### src/rtl/audio_pkg.sv
// ---------------------------------------------------------------------------
// audio_pkg
//   Shared definitions for the audio transmit path.
//   - FMT_I2S / FMT_LJ : values of the frame-format select input.
//   - frame_t          : one stereo pair {left, right} at the default sample
//                        width, for code that moves whole pairs around.
//   - level_w()        : width of a FIFO occupancy count for a given depth
//                        (needs to represent 0..depth inclusive).
// ---------------------------------------------------------------------------
package audio_pkg;

  localparam logic FMT_I2S = 1'b0;
  localparam logic FMT_LJ  = 1'b1;

  localparam int DEF_SAMPLE_W = 16;

  typedef struct packed {
    logic [DEF_SAMPLE_W-1:0] left;
    logic [DEF_SAMPLE_W-1:0] right;
  } frame_t;

  function automatic int level_w(input int depth);
    return $clog2(depth) + 1;
  endfunction

endpackage

### src/rtl/sample_fifo.sv
// ---------------------------------------------------------------------------
// sample_fifo
//   Small synchronous FIFO with a first-word-fall-through head.
//   Ports:
//     clk, reset_n   : clock, synchronous active-low reset
//     wr_valid/ready : write handshake; wr_ready is low during reset and for
//                      the first cycle after it, then tracks "not full"
//     wr_data        : word to store
//     rd_en          : pop the head (ignored when empty)
//     rd_data        : current head word (valid while !empty)
//     empty          : no words stored
//     level          : number of words stored (0..DEPTH)
//   DEPTH must be a power of two so the pointers wrap naturally.
// ---------------------------------------------------------------------------
module sample_fifo
  import audio_pkg::*;
#(
  parameter int WIDTH = 32,
  parameter int DEPTH = 4
) (
  input  logic                      clk,
  input  logic                      reset_n,
  input  logic                      wr_valid,
  input  logic [WIDTH-1:0]          wr_data,
  output logic                      wr_ready,
  input  logic                      rd_en,
  output logic [WIDTH-1:0]          rd_data,
  output logic                      empty,
  output logic [level_w(DEPTH)-1:0] level
);

  localparam int LW = level_w(DEPTH);
  localparam int AW = $clog2(DEPTH);

  logic [WIDTH-1:0] mem_q [DEPTH];
  logic [AW-1:0]    wr_ptr_q;
  logic [AW-1:0]    rd_ptr_q;
  logic [LW-1:0]    level_q;
  logic [LW-1:0]    level_d;
  logic             init_q;
  logic             push;
  logic             pop;

  // init_q keeps ready low for the cycle in which reset is released.
  assign wr_ready = init_q && (level_q < LW'(DEPTH));
  assign empty    = (level_q == '0);
  assign push     = wr_valid && wr_ready;
  assign pop      = rd_en && !empty;
  assign rd_data  = mem_q[rd_ptr_q];
  assign level    = level_q;

  always_comb begin
    level_d = level_q;
    if (push && !pop) begin
      level_d = level_q + 1'b1;
    end else if (pop && !push) begin
      level_d = level_q - 1'b1;
    end
  end

  always_ff @(posedge clk) begin
    if (!reset_n) begin
      wr_ptr_q <= '0;
      rd_ptr_q <= '0;
      level_q  <= '0;
      init_q   <= 1'b0;
    end else begin
      init_q  <= 1'b1;
      level_q <= level_d;
      if (push) wr_ptr_q <= wr_ptr_q + 1'b1;
      if (pop)  rd_ptr_q <= rd_ptr_q + 1'b1;
    end
  end

  // Storage is not reset; the pointers define what is valid.
  always_ff @(posedge clk) begin
    if (push) mem_q[wr_ptr_q] <= wr_data;
  end

endmodule

### src/rtl/i2s_tx_stereo.sv
// ---------------------------------------------------------------------------
// i2s_tx_stereo
//   Stereo I2S / left-justified transmitter for the WM8731 DAC path.
//   Ports:
//     clk, reset_n      : MCLK-rate clock, synchronous active-low reset
//     en                : run the serialiser (0 idles pins, FIFO retained)
//     fmt               : 0 = I2S (MSB one BCLK late), 1 = left-justified
//     mono              : send the left sample in both slots
//     s_valid/s_ready   : sample-pair input handshake
//     s_left, s_right   : two's-complement samples
//     fifo_level        : pairs buffered
//     underrun          : 1-clk pulse when a frame starts with no data
//     AUD_BCLK          : bit clock, MCLK_DIV clk cycles per period
//     AUD_DACLRCK       : 0 = left slot, 1 = right slot
//     AUD_DACDAT        : serial data, changes on BCLK falling edges
//   Constraints: 8 <= SAMPLE_W <= SLOT_W, MCLK_DIV even and >= 2,
//   FIFO_DEPTH a power of two >= 2.
// ---------------------------------------------------------------------------
module i2s_tx_stereo
  import audio_pkg::*;
#(
  parameter int SAMPLE_W   = 16,
  parameter int SLOT_W     = 32,
  parameter int MCLK_DIV   = 8,
  parameter int FIFO_DEPTH = 4
) (
  input  logic                           clk,
  input  logic                           reset_n,
  input  logic                           en,
  input  logic                           fmt,
  input  logic                           mono,
  input  logic                           s_valid,
  output logic                           s_ready,
  input  logic [SAMPLE_W-1:0]            s_left,
  input  logic [SAMPLE_W-1:0]            s_right,
  output logic [level_w(FIFO_DEPTH)-1:0] fifo_level,
  output logic                           underrun,
  output logic                           AUD_BCLK,
  output logic                           AUD_DACLRCK,
  output logic                           AUD_DACDAT
);

  localparam int MW = $clog2(MCLK_DIV);
  localparam int BW = $clog2(2 * SLOT_W);
  localparam int IW = $clog2(SAMPLE_W);

  typedef struct packed {
    logic [SAMPLE_W-1:0] left;
    logic [SAMPLE_W-1:0] right;
  } pair_t;

  logic [MW-1:0] mcnt_q, mcnt_d;
  logic [BW-1:0] bpos_q, bpos_d;
  logic          active_q, active_d;   // a frame is in progress
  logic          fmt_q, fmt_d;
  pair_t         frame_q, frame_d;
  logic          bclk_q, bclk_d;
  logic          lrck_q, lrck_d;
  logic          dat_q, dat_d;
  logic          underrun_q, underrun_d;

  pair_t         head;
  logic          fifo_empty;
  logic          pop;
  logic          fall;
  logic          boundary;
  logic          slot_nxt;
  logic [BW-1:0] p_nxt;
  logic [SAMPLE_W-1:0] smp;
  logic          carry;
  logic          bit_nxt;

  sample_fifo #(
    .WIDTH (2 * SAMPLE_W),
    .DEPTH (FIFO_DEPTH)
  ) u_fifo (
    .clk      (clk),
    .reset_n  (reset_n),
    .wr_valid (s_valid),
    .wr_data  ({s_left, s_right}),
    .wr_ready (s_ready),
    .rd_en    (pop),
    .rd_data  (head),
    .empty    (fifo_empty),
    .level    (fifo_level)
  );

  // Fall event: mcnt wraps, BCLK drops, data and LRCK may change.
  assign fall = en && (mcnt_q == MW'(MCLK_DIV - 1));

  always_comb begin
    mcnt_d     = '0;
    bpos_d     = bpos_q;
    active_d   = active_q;
    fmt_d      = fmt_q;
    frame_d    = frame_q;
    boundary   = 1'b0;
    pop        = 1'b0;

    if (en) begin
      mcnt_d = fall ? '0 : mcnt_q + 1'b1;
      if (fall) begin
        // The first fall event after enabling always opens a frame.
        if (!active_q || (bpos_q == BW'(2 * SLOT_W - 1))) begin
          boundary = 1'b1;
          bpos_d   = '0;
        end else begin
          bpos_d = bpos_q + 1'b1;
        end
        active_d = 1'b1;
      end
    end else begin
      bpos_d   = '0;
      active_d = 1'b0;
      frame_d  = '0;
    end

    if (boundary) begin
      fmt_d = fmt;
      if (!fifo_empty) begin
        pop           = 1'b1;
        frame_d.left  = head.left;
        frame_d.right = mono ? head.left : head.right;
      end else begin
        frame_d = '0;
      end
    end

    // Slot and in-slot position of the bit about to be driven.
    slot_nxt = (bpos_d >= BW'(SLOT_W));
    p_nxt    = slot_nxt ? (bpos_d - BW'(SLOT_W)) : bpos_d;
    smp      = slot_nxt ? frame_d.right : frame_d.left;
    // In I2S with full-width slots the LSB spills into the next slot's p=0.
    carry    = slot_nxt ? frame_d.left[0] : frame_q.right[0];

    bit_nxt = 1'b0;
    if (fmt_d == FMT_LJ) begin
      if (int'(p_nxt) < SAMPLE_W) bit_nxt = smp[IW'(SAMPLE_W - 1 - int'(p_nxt))];
    end else if (p_nxt == '0) begin
      bit_nxt = (SLOT_W == SAMPLE_W) ? carry : 1'b0;
    end else if (int'(p_nxt) <= SAMPLE_W) begin
      bit_nxt = smp[IW'(SAMPLE_W - int'(p_nxt))];
    end

    bclk_d     = en && (mcnt_d >= MW'(MCLK_DIV / 2));
    lrck_d     = 1'b0;
    dat_d      = 1'b0;
    if (en) begin
      lrck_d = fall ? slot_nxt : lrck_q;
      dat_d  = fall ? bit_nxt  : dat_q;
    end
    underrun_d = boundary && fifo_empty;
  end

  always_ff @(posedge clk) begin
    if (!reset_n) begin
      mcnt_q     <= '0;
      bpos_q     <= '0;
      active_q   <= 1'b0;
      fmt_q      <= 1'b0;
      frame_q    <= '0;
      bclk_q     <= 1'b0;
      lrck_q     <= 1'b0;
      dat_q      <= 1'b0;
      underrun_q <= 1'b0;
    end else begin
      mcnt_q     <= mcnt_d;
      bpos_q     <= bpos_d;
      active_q   <= active_d;
      fmt_q      <= fmt_d;
      frame_q    <= frame_d;
      bclk_q     <= bclk_d;
      lrck_q     <= lrck_d;
      dat_q      <= dat_d;
      underrun_q <= underrun_d;
    end
  end

  assign AUD_BCLK    = bclk_q;
  assign AUD_DACLRCK = lrck_q;
  assign AUD_DACDAT  = dat_q;
  assign underrun    = underrun_q;

endmodule

### config.mk
export PLATFORM = sky130hd
export DESIGN_NAME = i2s_tx_stereo
export DESIGN_NICKNAME = d
export VERILOG_FILES = /design/src/rtl/audio_pkg.sv /design/src/rtl/sample_fifo.sv /design/src/rtl/i2s_tx_stereo.sv
export SDC_FILE = /design/constraint.sdc
export NUM_CORES = 1
export LEC_CHECK = 0
export ABC_CLOCK_PERIOD_IN_PS = 3600
export CAP_MARGIN = 15
export CORE_UTILIZATION = 45
export CTS_CLUSTER_DIAMETER = 40
export DETAILED_ROUTE_END_ITERATION = 10
export PLACE_DENSITY = 0.74
export REMOVE_ABC_BUFFERS = 1
export SLEW_MARGIN = 20
export SYNTH_ARGS = -nofsm -noshare
export SYNTH_HDL_FRONTEND = slang
export SYNTH_HIERARCHICAL = 1
export SYNTH_SLANG_ARGS = --single-unit
export TNS_END_PERCENT = 1
### constraint.sdc
create_clock -name clk -period 3.6 [get_ports clk]
set_input_delay 0.54 -clock clk [delete_from_list [all_inputs] [get_ports clk]]
set_output_delay 0.54 -clock clk [all_outputs]
set_load 0.03 [all_outputs]
==> flow_metrics.env <==
export IMPL_muxShareOfSynthArea_pct=11.7
export IMPL_antenna_left=0
export IMPL_grt_pass1_vias=5193
export IMPL_finalHoldViolCount=0
export IMPL_drive_gt1_share_pct=16.8
export IMPL_yosys_warnings=6
export IMPL_startpoint="mcnt_q[0]"
export IMPL_synth_compound_area_share_pct=10.7
export IMPL_vdd_drop_max_v=0.000322
export IMPL_period_share_pct=86.8
export IMPL_drv_slew=0
export IMPL_portBuffers=45
export IMPL_p_seq_share_pct=53.5
export IMPL_p_sw_share_pct=22.2
export IMPL_drt_iter0_markers=450
export IMPL_worstPathRequired_ps=3900
export IMPL_start_util_pct=46.5
export IMPL_core_area_sq_um=17400
export IMPL_power_internal_w=0.00338
export IMPL_fp_dieW_um=136
export IMPL_fin_util_pct=53.8
export IMPL_grt_max_degree=33
export IMPL_globalplace_congestion=0.961
export IMPL_antenna_found_initial=0
export IMPL_worstPathArrival_ps=3430
export IMPL_fillers=1446
export IMPL_root_buffer="clkbuf_16"
export IMPL_period_needed_ps=3130
export IMPL_clkTransAtPathRegs_ps=70
export IMPL_fin_ws_ps=474
export IMPL_cts_resized=0
export IMPL_layout_commonest_cell="edfxtp_1"
export IMPL_timing_rr_start="mcnt_q[0]"
export IMPL_p_per_area_nw_per_um2=464
export IMPL_cts_tree="yes"
export IMPL_post_drt_wl_per_cell_um=19.5
export IMPL_final_cell_mix="edfxtp_1 (128), dfxtp_1 (55), clkdlybuf4s50_1 (45), nor2_1 (44)"
export IMPL_status="finished clean"
export IMPL_ctsHoldBuffers=0
export IMPL_regArea_sq_um=4970
export IMPL_grt_pass1_wl_mm=27.9
export IMPL_critical_path_max_fanout=17
export IMPL_rsz0062_at_grt="no"
export IMPL_yosys_most_used_dff="edfxtp_1"
export IMPL_min_from="mcnt_q[0]"
export IMPL_boundaryPins=46
export IMPL_cp_start_kind="flip-flop"
export IMPL_crit_path_end_kind="flip-flop"
export IMPL_synthCells=574
export IMPL_worst_skew_pair_late_latency_ps=420
export IMPL_power_w=0.00434
export IMPL_ys_async_sr_fraction_pct=0
export IMPL_vias=5017
export IMPL_die_h_um=136
export IMPL_synth_simple_area_share_pct=10.3
export IMPL_synth_cell_area_sq_um=8090
export IMPL_gr_total_overflow=0
export IMPL_pwr_share_clk_pct=41.5
export IMPL_dp_hpwl_mm=10.9
export IMPL_critical_path_class="flip-flop to flip-flop"
export IMPL_gr_usage_all_layers_pct=20.1
export IMPL_synth_top_family_by_area="multiplexers"
export IMPL_hp_class="flip-flop to flip-flop"
export IMPL_rows=48
export IMPL_ys_ff_latch=184
export IMPL_synth_distinct_cells=69
export IMPL_htree_levels=4
export IMPL_cts_setup_buffers=0
export IMPL_area_growth_pct=15.7
export IMPL_finalSetupViolCount=0
export IMPL_power_switching_w=0.000963
export IMPL_relSlewSlack_pct=40.6
export IMPL_combPwrFrac_pct=5.1
export IMPL_vias_per_cell=5.79
export IMPL_tightest_slew_ps=885
export IMPL_fmax_mhz=320
export IMPL_antenna_cells=0
export IMPL_routed_wl_mm=16.8
export IMPL_cts_sinks=184
export IMPL_fin_nets=676
export IMPL_drc=0
export IMPL_post_place_ws_ps=250
export IMPL_die_area_sq_um=18500
export IMPL_cts_made_buffers=17
export IMPL_maxCapViolCount=0
export IMPL_fin_tns_setup_ps=0
export IMPL_firstDrtPassIters=4
export IMPL_seq_area_frac_synth_pct=61.4
export IMPL_syn_area_per_cell_sq_um=14.1
export IMPL_multi_input_area_sq_um=2860
export IMPL_synth_edf_count=128
export IMPL_cellLeakagePower_nw=3.09
export IMPL_clock_skew_ps=7.76
export IMPL_cts_buffer_depth=2
export IMPL_synth_fa_ha_area_share_pct=1.64
export IMPL_synth_xor_area_share_pct=0.959
==> metrics by stage <==
| step | instance area, sq um | instances | hold WS, ps |
|---|---|---|---|
| floorplan | 7860 | 540 | 408 |
| global placement | 8790 | 834 | 417 |
| detailed placement | 8790 | 834 | 432 |
| CTS | 9360 | 866 | 442 |
| global route | 9360 | 866 | 474 |
| finish | 9360 | 866 | 437 |
==> cells by family (layout without fill, tap and decap cells) <==
logic type	Yosys count	count (layout)
xor+xnor	8	8
fa+ha+maj	10	10
buf+inv	43	110
mux	54	54
flops	184	184
compound gates	113	113
simple gates	162	162
==> path summary, 6_finish.rpt <==
| check | endpoint | slack, ps | cells after the start |
|---|---|---|---|
| setup / recovery | AUD_DACDAT | 470 | 9 |
| hold reg to reg | mcnt_q[0] | 440 | 1 |
| hold / removal | mcnt_q[0] | 440 | 1 |
| setup reg to reg | AUD_DACDAT | 470 | 9 |
==> area by class of cell <==
class,instances,area share (%)
Clock buffer,19,4.62
Clock inverter,13,1.46
Timing Repair Buffer,69,7.00
Inverter,9,0.361
Multi-Input combinational cell,347,30.5
Sequential cell,184,53.0
Tap cell,225,3.01
==> Yosys cell counts (all sizes together) (4+ instances only) <==
cell type	instances	share of area, %
a21boi	4	0.51
a21oi	33	2.0
a22oi	7	0.65
a2bb2oi	9	1.3
a311oi	4	0.43
and2	10	0.77
buf	25	2.5
clkbuf	9	0.42
dfxtp	56	14
edfxtp	128	48
ha	9	1.4
inv	8	0.37
mux2i	21	2.6
mux4	32	9.0
nand2	34	1.7
nand2b	4	0.31
nand3	25	1.7
nor2	45	2.1
nor2b	4	0.31
nor3	20	1.4
nor3b	4	0.37
o2111ai	6	0.65
o211ai	8	0.80
o21ai	12	0.93
o31ai	11	1.1
xnor2	6	0.65
==> worst max-delay path, stage by stage (launching register included) <==
cell      delay [ps]
dfxtp_1          340
ha_1             150
ha_1             560
nand3_2          140
o211ai_1         660
o21ai_0          310
a221oi_2         300
a311oi_1          90
a211oi_1         310
o211ai_1         140
==> power by group through the flow <==
stage	clock, W	sequential [W]	combinational [W]
after global placement	0	0.00236	0.000213
after CTS	0.00184	0.00232	0.000222
final	0.00180	0.00232	0.000219
after global routing	0.00192	0.00232	0.000237
after floorplan	0	0.00237	0.0000940
after detailed placement	0	0.00237	0.000221
==> routing by layer <==
layer | up-vias | GRT usage (%) | part of all wire, %
met3 | 8 | 4.14 | 4.5
met1 | 2529 | 25.6 | 44
met4 | 0 | 6.30 | 0.99
li1 | 2342 | - | -
met2 | 138 | 34.2 | 51
met5 | - | 0 | 0
==> state kept, by name, indices dropped and copies added, names as in the netlist, named ones only <==
signal and cells:
u_fifo/rd_ptr_q 2, mcnt_q 3, u_fifo/mem_q 128, u_fifo/level 3, AUD_DACLRCK 1, active_q 1
u_fifo/init_q 1, frame_q 32, fmt_q 1, underrun 1, AUD_DACDAT 1, u_fifo/wr_ptr_q 2
bpos_q 6
No activity file was read; power rests on OpenSTA's default activity.
